## src/rtl/jtkicker_romrsp_if.sv

```systemverilog
// Memory-side read bus of the kicker ROM responder: one outstanding word read,
// request held until acknowledged, data returned with a one-cycle ready pulse.
interface jtkicker_romrsp_if;
  logic [20:0] mem_addr;
  logic        mem_rd;
  logic        mem_ack;
  logic        mem_rdy;
  logic [15:0] mem_din;

  modport master (
    output mem_addr,
    output mem_rd,
    input  mem_ack,
    input  mem_rdy,
    input  mem_din
  );

  modport slave (
    input  mem_addr,
    input  mem_rd,
    output mem_ack,
    output mem_rdy,
    output mem_din
  );
endinterface

```

## src/rtl/jtkicker_romrsp.sv

```systemverilog
// Four-slot ROM responder with a one-word cache per slot and a fixed-priority
// memory arbiter. Define JTKICKER_PCM_SLOT_EN to build slot 3 (PCM).
module jtkicker_romrsp #(
  parameter logic [21:0] SLOT1_OFFSET = 22'h00_0000,
  parameter logic [21:0] SLOT2_OFFSET = 22'h00_0000,
  parameter logic [21:0] SLOT3_OFFSET = 22'h00_0000
) (
  input  logic        clk,
  input  logic        rst_n,
  input  logic        slot0_cs,
  input  logic [21:0] slot0_addr,
  output logic        slot0_ok,
  output logic [7:0]  slot0_dout,
  input  logic        slot1_cs,
  input  logic [21:0] slot1_addr,
  output logic        slot1_ok,
  output logic [7:0]  slot1_dout,
  input  logic        slot2_cs,
  input  logic [21:0] slot2_addr,
  output logic        slot2_ok,
  output logic [7:0]  slot2_dout,
  input  logic        slot3_cs,
  input  logic [21:0] slot3_addr,
  output logic        slot3_ok,
  output logic [7:0]  slot3_dout,
  jtkicker_romrsp_if.master mem
);

`ifdef JTKICKER_PCM_SLOT_EN
  localparam int NS = 4;
`else
  localparam int NS = 3;
  logic unused_slot3;
  assign unused_slot3 = ^{slot3_cs, slot3_addr};
`endif

  typedef enum logic [1:0] {IDLE = 2'd0, REQ = 2'd1, WAIT = 2'd2} state_t;

  state_t      st;
  logic [1:0]  gnt_id;
  logic [20:0] gnt_word;
  logic [1:0]  pick;
  logic [20:0] pick_word;
  logic        fill;
  logic [3:0]  cs_a;
  logic [21:0] addr_a [4];
  logic [3:0]  hit;
  logic [3:0]  miss;
  logic [3:0]  ok_a;
  logic [7:0]  dout_a [4];

  function automatic logic [20:0] slot_offset(input logic [1:0] id);
    case (id)
      2'd1:    slot_offset = SLOT1_OFFSET[20:0];
      2'd2:    slot_offset = SLOT2_OFFSET[20:0];
      2'd3:    slot_offset = SLOT3_OFFSET[20:0];
      default: slot_offset = 21'd0;
    endcase
  endfunction

  function automatic logic [7:0] pick_byte(input logic [15:0] word, input logic hi);
    pick_byte = hi ? word[15:8] : word[7:0];
  endfunction

  always_comb begin
    cs_a[0]   = slot0_cs;
    cs_a[1]   = slot1_cs;
    cs_a[2]   = slot2_cs;
    addr_a[0] = slot0_addr;
    addr_a[1] = slot1_addr;
    addr_a[2] = slot2_addr;
`ifdef JTKICKER_PCM_SLOT_EN
    cs_a[3]   = slot3_cs;
    addr_a[3] = slot3_addr;
`else
    cs_a[3]   = 1'b0;
    addr_a[3] = 22'd0;
`endif
  end

  assign miss = cs_a & ~hit;
  assign fill = ((st == REQ) && mem.mem_ack && mem.mem_rdy) ||
                ((st == WAIT) && mem.mem_rdy);

  // Per-slot cache: valid/ok/dout are control and reset; tag/data only load on fill
  for (genvar i = 0; i < 4; i++) begin : g_slot
    if (i < NS) begin : g_cache
      logic        vld;
      logic        ok_p1;
      logic [7:0]  dout_p1;
      logic [20:0] tag;
      logic [15:0] data;
      logic        fill_me;

      assign fill_me = fill && (gnt_id == 2'(i));
      assign hit[i]  = cs_a[i] && vld && (addr_a[i][21:1] == tag);

      always_ff @(posedge clk or negedge rst_n) begin
        if (!rst_n) begin
          vld     <= 1'b0;
          ok_p1   <= 1'b0;
          dout_p1 <= 8'h00;
        end else begin
          if (fill_me) vld <= 1'b1;
          ok_p1   <= hit[i];
          dout_p1 <= hit[i] ? pick_byte(data, addr_a[i][0]) : 8'h00;
        end
      end

      always_ff @(posedge clk) begin
        if (fill_me) begin
          tag  <= gnt_word;
          data <= mem.mem_din;
        end
      end

      assign ok_a[i]   = ok_p1;
      assign dout_a[i] = dout_p1;
    end else begin : g_off
      assign hit[i]    = 1'b0;
      assign ok_a[i]   = 1'b0;
      assign dout_a[i] = 8'h00;
    end
  end

  // Lowest index wins
  always_comb begin
    pick = 2'd0;
    for (int i = 3; i >= 0; i--) begin
      if (miss[i]) pick = 2'(i);
    end
  end

  assign pick_word = addr_a[pick][21:1];

  // Arbiter FSM: IDLE grants, REQ holds mem_rd until ack, WAIT for ready
  always_ff @(posedge clk or negedge rst_n) begin
    if (!rst_n) begin
      st           <= IDLE;
      mem.mem_rd   <= 1'b0;
      mem.mem_addr <= 21'd0;
      gnt_id       <= 2'd0;
      gnt_word     <= 21'd0;
    end else begin
      case (st)
        IDLE: begin
          mem.mem_rd <= 1'b0;
          if (|miss) begin
            gnt_id       <= pick;
            gnt_word     <= pick_word;
            mem.mem_addr <= pick_word + slot_offset(pick);
            mem.mem_rd   <= 1'b1;
            st           <= REQ;
          end
        end
        REQ: begin
          if (mem.mem_ack) begin
            mem.mem_rd <= 1'b0;
            st         <= mem.mem_rdy ? IDLE : WAIT;
          end
        end
        WAIT: begin
          mem.mem_rd <= 1'b0;
          if (mem.mem_rdy) st <= IDLE;
        end
        default: begin
          mem.mem_rd <= 1'b0;
          st         <= IDLE;
        end
      endcase
    end
  end

  assign slot0_ok   = ok_a[0];
  assign slot1_ok   = ok_a[1];
  assign slot2_ok   = ok_a[2];
  assign slot3_ok   = ok_a[3];
  assign slot0_dout = dout_a[0];
  assign slot1_dout = dout_a[1];
  assign slot2_dout = dout_a[2];
  assign slot3_dout = dout_a[3];

endmodule
```

## src/flat_wrapper.sv

```systemverilog
// flat-port wrapper written by rule: the top's interface ports become plain ports
module jtkicker_romrsp_flat 
#(
  parameter logic [21:0] SLOT1_OFFSET = 22'h00_0000,
  parameter logic [21:0] SLOT2_OFFSET = 22'h00_0000,
  parameter logic [21:0] SLOT3_OFFSET = 22'h00_0000
)
  (clk, rst_n, slot0_cs, slot0_addr, slot0_ok, slot0_dout, slot1_cs, slot1_addr, slot1_ok, slot1_dout, slot2_cs, slot2_addr, slot2_ok, slot2_dout, slot3_cs, slot3_addr, slot3_ok, slot3_dout, mem_mem_addr, mem_mem_rd, mem_mem_ack, mem_mem_rdy, mem_mem_din);
  jtkicker_romrsp_if mem_i ();
  input  logic clk;
  input  logic rst_n;
  input  logic slot0_cs;
  input  logic [21:0] slot0_addr;
  output logic slot0_ok;
  output logic [7:0] slot0_dout;
  input  logic slot1_cs;
  input  logic [21:0] slot1_addr;
  output logic slot1_ok;
  output logic [7:0] slot1_dout;
  input  logic slot2_cs;
  input  logic [21:0] slot2_addr;
  output logic slot2_ok;
  output logic [7:0] slot2_dout;
  input  logic slot3_cs;
  input  logic [21:0] slot3_addr;
  output logic slot3_ok;
  output logic [7:0] slot3_dout;
  output wire logic [$bits(mem_i.mem_addr)-1:0] mem_mem_addr;
  output wire logic [$bits(mem_i.mem_rd)-1:0] mem_mem_rd;
  input wire logic [$bits(mem_i.mem_ack)-1:0] mem_mem_ack;
  input wire logic [$bits(mem_i.mem_rdy)-1:0] mem_mem_rdy;
  input wire logic [$bits(mem_i.mem_din)-1:0] mem_mem_din;
  assign mem_mem_addr = mem_i.mem_addr;
  assign mem_mem_rd = mem_i.mem_rd;
  assign mem_i.mem_ack = mem_mem_ack;
  assign mem_i.mem_rdy = mem_mem_rdy;
  assign mem_i.mem_din = mem_mem_din;
  jtkicker_romrsp #(.SLOT1_OFFSET(SLOT1_OFFSET), .SLOT2_OFFSET(SLOT2_OFFSET), .SLOT3_OFFSET(SLOT3_OFFSET)) u_core (.clk(clk), .rst_n(rst_n), .slot0_cs(slot0_cs), .slot0_addr(slot0_addr), .slot0_ok(slot0_ok), .slot0_dout(slot0_dout), .slot1_cs(slot1_cs), .slot1_addr(slot1_addr), .slot1_ok(slot1_ok), .slot1_dout(slot1_dout), .slot2_cs(slot2_cs), .slot2_addr(slot2_addr), .slot2_ok(slot2_ok), .slot2_dout(slot2_dout), .slot3_cs(slot3_cs), .slot3_addr(slot3_addr), .slot3_ok(slot3_ok), .slot3_dout(slot3_dout), .mem(mem_i));
endmodule
```

## config.mk

```make
export PLATFORM = sky130hd
export DESIGN_NAME = jtkicker_romrsp_flat
export DESIGN_NICKNAME = d
export VERILOG_FILES = /design/src/rtl/jtkicker_romrsp_if.sv /design/src/rtl/jtkicker_romrsp.sv /design/src/flat_wrapper.sv
export SDC_FILE = /design/constraint.sdc
export NUM_CORES = 1
export LEC_CHECK = 0
export CORE_ASPECT_RATIO = 1.1
export CORE_UTILIZATION = 53
export CTS_CLUSTER_SIZE = 40
export DETAILED_ROUTE_END_ITERATION = 12
export PLACE_DENSITY = 0.85
export SETUP_SLACK_MARGIN = 0.4
export SLEW_MARGIN = 20
export SYNTH_ARGS = -nofsm -noshare
export SYNTH_HDL_FRONTEND = slang
export SYNTH_SLANG_ARGS = --single-unit
```

## constraint.sdc

```tcl
create_clock -name clk -period 11.4 [get_ports clk]
set_input_delay 2.28 -clock clk [delete_from_list [all_inputs] [get_ports clk]]
set_output_delay 2.28 -clock clk [all_outputs]
set_load 0.03 [all_outputs]
```

==> impl_summary.log <==
INFO  metric timing.slew.headroom = 0.2472
INFO  metric post_dp_cell_area = 8402 um2
INFO  metric fin_nets = 732
INFO  metric setup_tns = 0 ns
INFO  metric worst_ir_drop_vdd = 0.1190 mV
INFO  metric initial_utilization = 0.5438
INFO  metric grt_antenna_before_repair = 0
INFO  metric clk_latency = 0.42 ns
INFO  metric grt_setup_unrepaired = false
INFO  metric worst_setup_path_start_kind = primary input
INFO  metric p_per_area = 211.5 nW/um2
INFO  metric clock_sinks = 167
INFO  metric setup-violations-final = 0
INFO  metric synth_cell_types = 38
INFO  metric syn_to_final_growth = 31.74%
INFO  metric combinationalPowerShare = 0.226
INFO  metric grt_start_max_net_pins = 57
INFO  metric placement.io_buffers = 137
INFO  metric grt_first_pass_wirelength = 26510 um
INFO  metric holdBufCountCts = 0
INFO  metric cts.repair.resized = 0
INFO  metric kind_of_critical_path = primary input to flip-flop
INFO  metric ant_nets = 0
INFO  metric max-cap-violations = 0
INFO  metric globalplace.congestion = 0.8463
INFO  metric syn_area = 6875 um2
INFO  metric power_frac_clock = 0.328
INFO  metric run_status = finished clean
INFO  metric final_area = 9057 um2
INFO  metric power.sequential.fraction = 0.446
INFO  metric post_cts_buffers = 0
INFO  metric hold_path_class = flip-flop to flip-flop
INFO  metric syn_avg_cell_area = 14.44 um2
INFO  metric htree_num_levels = 4
INFO  metric firstDrtPassIters = 5
INFO  metric synth_warnings = 0
INFO  metric timing.final.max_slew_violations = 0
INFO  metric fin_hold_ws = 0.4721 ns
INFO  metric final-instance-count-excl-fill = 790
INFO  metric numPlacedInstances = 758
INFO  metric syn-instance-count = 476
INFO  metric worstPathRequired = 11.71 ns
INFO  metric worst-slew-pin-transition = 1.129 ns
INFO  metric y_dimension_of_the_die = 121.5 um
INFO  metric std_cell_rows = 43
INFO  metric finalCritPeriodShare = 0.4542
INFO  metric cts_bufs_inserted = 17
INFO  metric power.share.switching = 0.2940
INFO  metric grt.overflow.total = 0
INFO  metric detail_route.wirelength = 17730 um
INFO  metric wl_per_cell = 22.44 um
INFO  metric power.static_leakage = 3.460 nW
INFO  metric initial_drt_markers = 404
INFO  metric fin_util = 0.7164
INFO  metric tritoncts = yes
INFO  metric drc = 0
INFO  metric dp_hpwl = 11500 um
INFO  metric max_clock_freq = 193.1 MHz
INFO  metric layout-drive-gt1-share = 0.08373
INFO  metric max-clock-path-buffers = 2
INFO  metric setup.worst_path.end_class = flip-flop
INFO  metric nFillCells = 798
INFO  metric ys_seq_area_frac = 0.6886
INFO  metric grt_pass1_vias = 4754
INFO  metric cell_internal_pwr = 1.352 mW
INFO  metric die-area = 13430 um2
INFO  metric hold_viol_final = 0
INFO  metric timing.clock.skew = 0.007227 ns
INFO  metric ys_ff_latch = 167
INFO  metric die_width = 110.6 um
INFO  metric placeableCoreArea = 12640 um2
INFO  metric net-switching-power = 0.5630 mW
INFO  metric timing.critical_path.fanout_max = 43
INFO  metric number_of_antenna_diodes = 0
INFO  metric avgViaCountPerCell = 5.915
INFO  metric final.min_clock_period = 5.178 ns
INFO  metric vias = 4673
INFO  metric worstPathArrival = 5.49 ns
INFO  metric worst_setup_hold_path_clk_slew = 0.06 ns
INFO  metric gr-usage-all-layers = 0.2695
INFO  metric io_pins = 170
INFO  metric clock-root-buffer = sky130_fd_sc_hd__clkbuf_16
metal layers:
metal / global-route usage / share of wire
met1: 0.3466 / 0.40
met2: 0.4418 / 0.50
met3: 0.05794 / 0.076
met4: 0.1217 / 0.028
met5: 0 / 0
final cells by class:
class	instances	area, um2	area share
clock buffer	17	425.4	0.04697
clock inverter	15	224.0	0.02473
multi-input combinational	259	1938	0.2140
sequential	167	4735	0.5227
tap	157	196.4	0.02169
timing repair buffer	145	1426	0.1575
inverter	30	112.6	0.01243
power by group through the flow:
stage	Sequential (mW)	Clock, mW	Combinational, mW
6_report	0.855	0.628	0.432
5_1_grt	0.864	0.655	0.454
2_1_floorplan	0.916	0	0.175
3_5_place_dp	0.861	0	0.425
4_1_cts	0.852	0.631	0.431
3_3_place_gp	0.853	0	0.414
critical path, cell delays in order:
cell	delay (ns)
sky130_fd_sc_hd__clkdlybuf4s50_1	0.44
sky130_fd_sc_hd__xnor2_1	0.31
sky130_fd_sc_hd__nand4_1	0.18
sky130_fd_sc_hd__nor4_1	0.54
sky130_fd_sc_hd__nand3_1	0.56
sky130_fd_sc_hd__nand4_2	0.26
sky130_fd_sc_hd__buf_4	0.46
sky130_fd_sc_hd__o211ai_1	0.20
sky130_fd_sc_hd__a22o_1	0.23
cells in the mapped netlist:
cell                         n  area share
sky130_fd_sc_hd__buf_1       3      0.0016
sky130_fd_sc_hd__o21a_1     21       0.023
sky130_fd_sc_hd__edfxtp_1  111        0.48
sky130_fd_sc_hd__nor2b_1     2      0.0018
sky130_fd_sc_hd__nor2_1     24       0.013
sky130_fd_sc_hd__or4_4       1      0.0016
sky130_fd_sc_hd__nand2_1     6      0.0033
sky130_fd_sc_hd__and3_1      1     0.00091
sky130_fd_sc_hd__or4_1       2      0.0022
sky130_fd_sc_hd__xor2_1     38       0.048
sky130_fd_sc_hd__o21ai_0    22       0.016
sky130_fd_sc_hd__xnor2_1    25       0.032
sky130_fd_sc_hd__inv_1      30       0.016
sky130_fd_sc_hd__a22o_1     21       0.027
sky130_fd_sc_hd__a311oi_1    1      0.0013
sky130_fd_sc_hd__nand2b_1    1     0.00091
sky130_fd_sc_hd__clkbuf_1    8      0.0044
sky130_fd_sc_hd__buf_2       8      0.0058
sky130_fd_sc_hd__o41ai_4     1      0.0040
sky130_fd_sc_hd__o41ai_2     1      0.0024
sky130_fd_sc_hd__nand3b_1    1      0.0011
sky130_fd_sc_hd__a31o_2      1      0.0013
sky130_fd_sc_hd__mux2i_1    24       0.035
sky130_fd_sc_hd__nor4_1     13       0.012
sky130_fd_sc_hd__conb_1      1     0.00055
sky130_fd_sc_hd__buf_4       9      0.0098
sky130_fd_sc_hd__nand3_1     1     0.00073
sky130_fd_sc_hd__dfrtp_1    56        0.20
sky130_fd_sc_hd__a311o_1     1      0.0015
sky130_fd_sc_hd__o21ai_1     1     0.00073
sky130_fd_sc_hd__o211ai_1   21       0.023
sky130_fd_sc_hd__nor3_1      3      0.0022
sky130_fd_sc_hd__o32ai_1     2      0.0025
sky130_fd_sc_hd__nand4_1     9      0.0082
sky130_fd_sc_hd__and4_1      1      0.0013
sky130_fd_sc_hd__or2_2       3      0.0027
sky130_fd_sc_hd__nand4_2     1      0.0018
sky130_fd_sc_hd__o41a_1      1      0.0016
cell families after synthesis:
logic type	synth area share
simple gates	0.05368
compound gates	0.1039
mux	0.03494
other cells	0.0005454
buf+inv	0.03803
xor+xnor	0.08025
flops	0.6886
sequential cells by signal, summed over array words and instances (netlist names):
register / flops
u_core.g_slot.g_cache.tag: 63
u_core.g_slot.g_cache.data: 48
u_core.mem.mem_addr: 21
u_core.slot0_dout: 8
u_core.slot1_dout: 8
u_core.slot2_dout: 8
u_core.g_slot.g_cache.vld: 3
u_core.gnt_id: 2
u_core.st: 2
u_core.mem.mem_rd: 1
u_core.slot0_ok: 1
u_core.slot1_ok: 1
u_core.slot2_ok: 1
per-stage QoR:
stage / total power, mW / setup slack (ns)
2_1_floorplan: 1.091 / 5.852
3_3_place_gp: 1.267 / 5.999
3_5_place_dp: 1.287 / 5.922
4_1_cts: 1.915 / 6.289
5_1_grt: 1.974 / 6.097
6_report: 1.915 / 6.222
layout by cell type, fill, tap and decap left out, drive strengths merged, types with 9 or more instances in the layout:
cell and count:
clkdlybuf4s50 136, xnor2 25, dfrtp 56, o211ai 21
inv 34, nor4 13, conb 9, edfxtp 111
o21ai 23, nor2 24, clkbuf 17, a22o 21
nand4 10, mux2i 24, xor2 38, o21a 21
buf 9
final timing paths:
| check | startpoint | end | slack (ns) | depth (start not counted) |
|---|---|---|---|---|
| min | u_core.g_slot[1].g_cache.vld | u_core.g_slot[1].g_cache.vld | 0.47 | 1 |
| min reg2reg | u_core.g_slot[1].g_cache.vld | u_core.g_slot[1].g_cache.vld | 0.47 | 1 |
| max | slot2_addr[13] | u_core.mem.mem_addr[15] | 6.22 | 9 |
| max reg2reg | u_core.g_slot[2].g_cache.tag[12] | u_core.mem.mem_addr[15] | 8.12 | 8 |
| min in group asynchronous | rst_n | u_core.slot2_dout[2] | 2.01 | 2 |
| max in group asynchronous | rst_n | u_core.slot0_dout[0] | 8.88 | 2 |
Power figures use the tool's default switching activity.
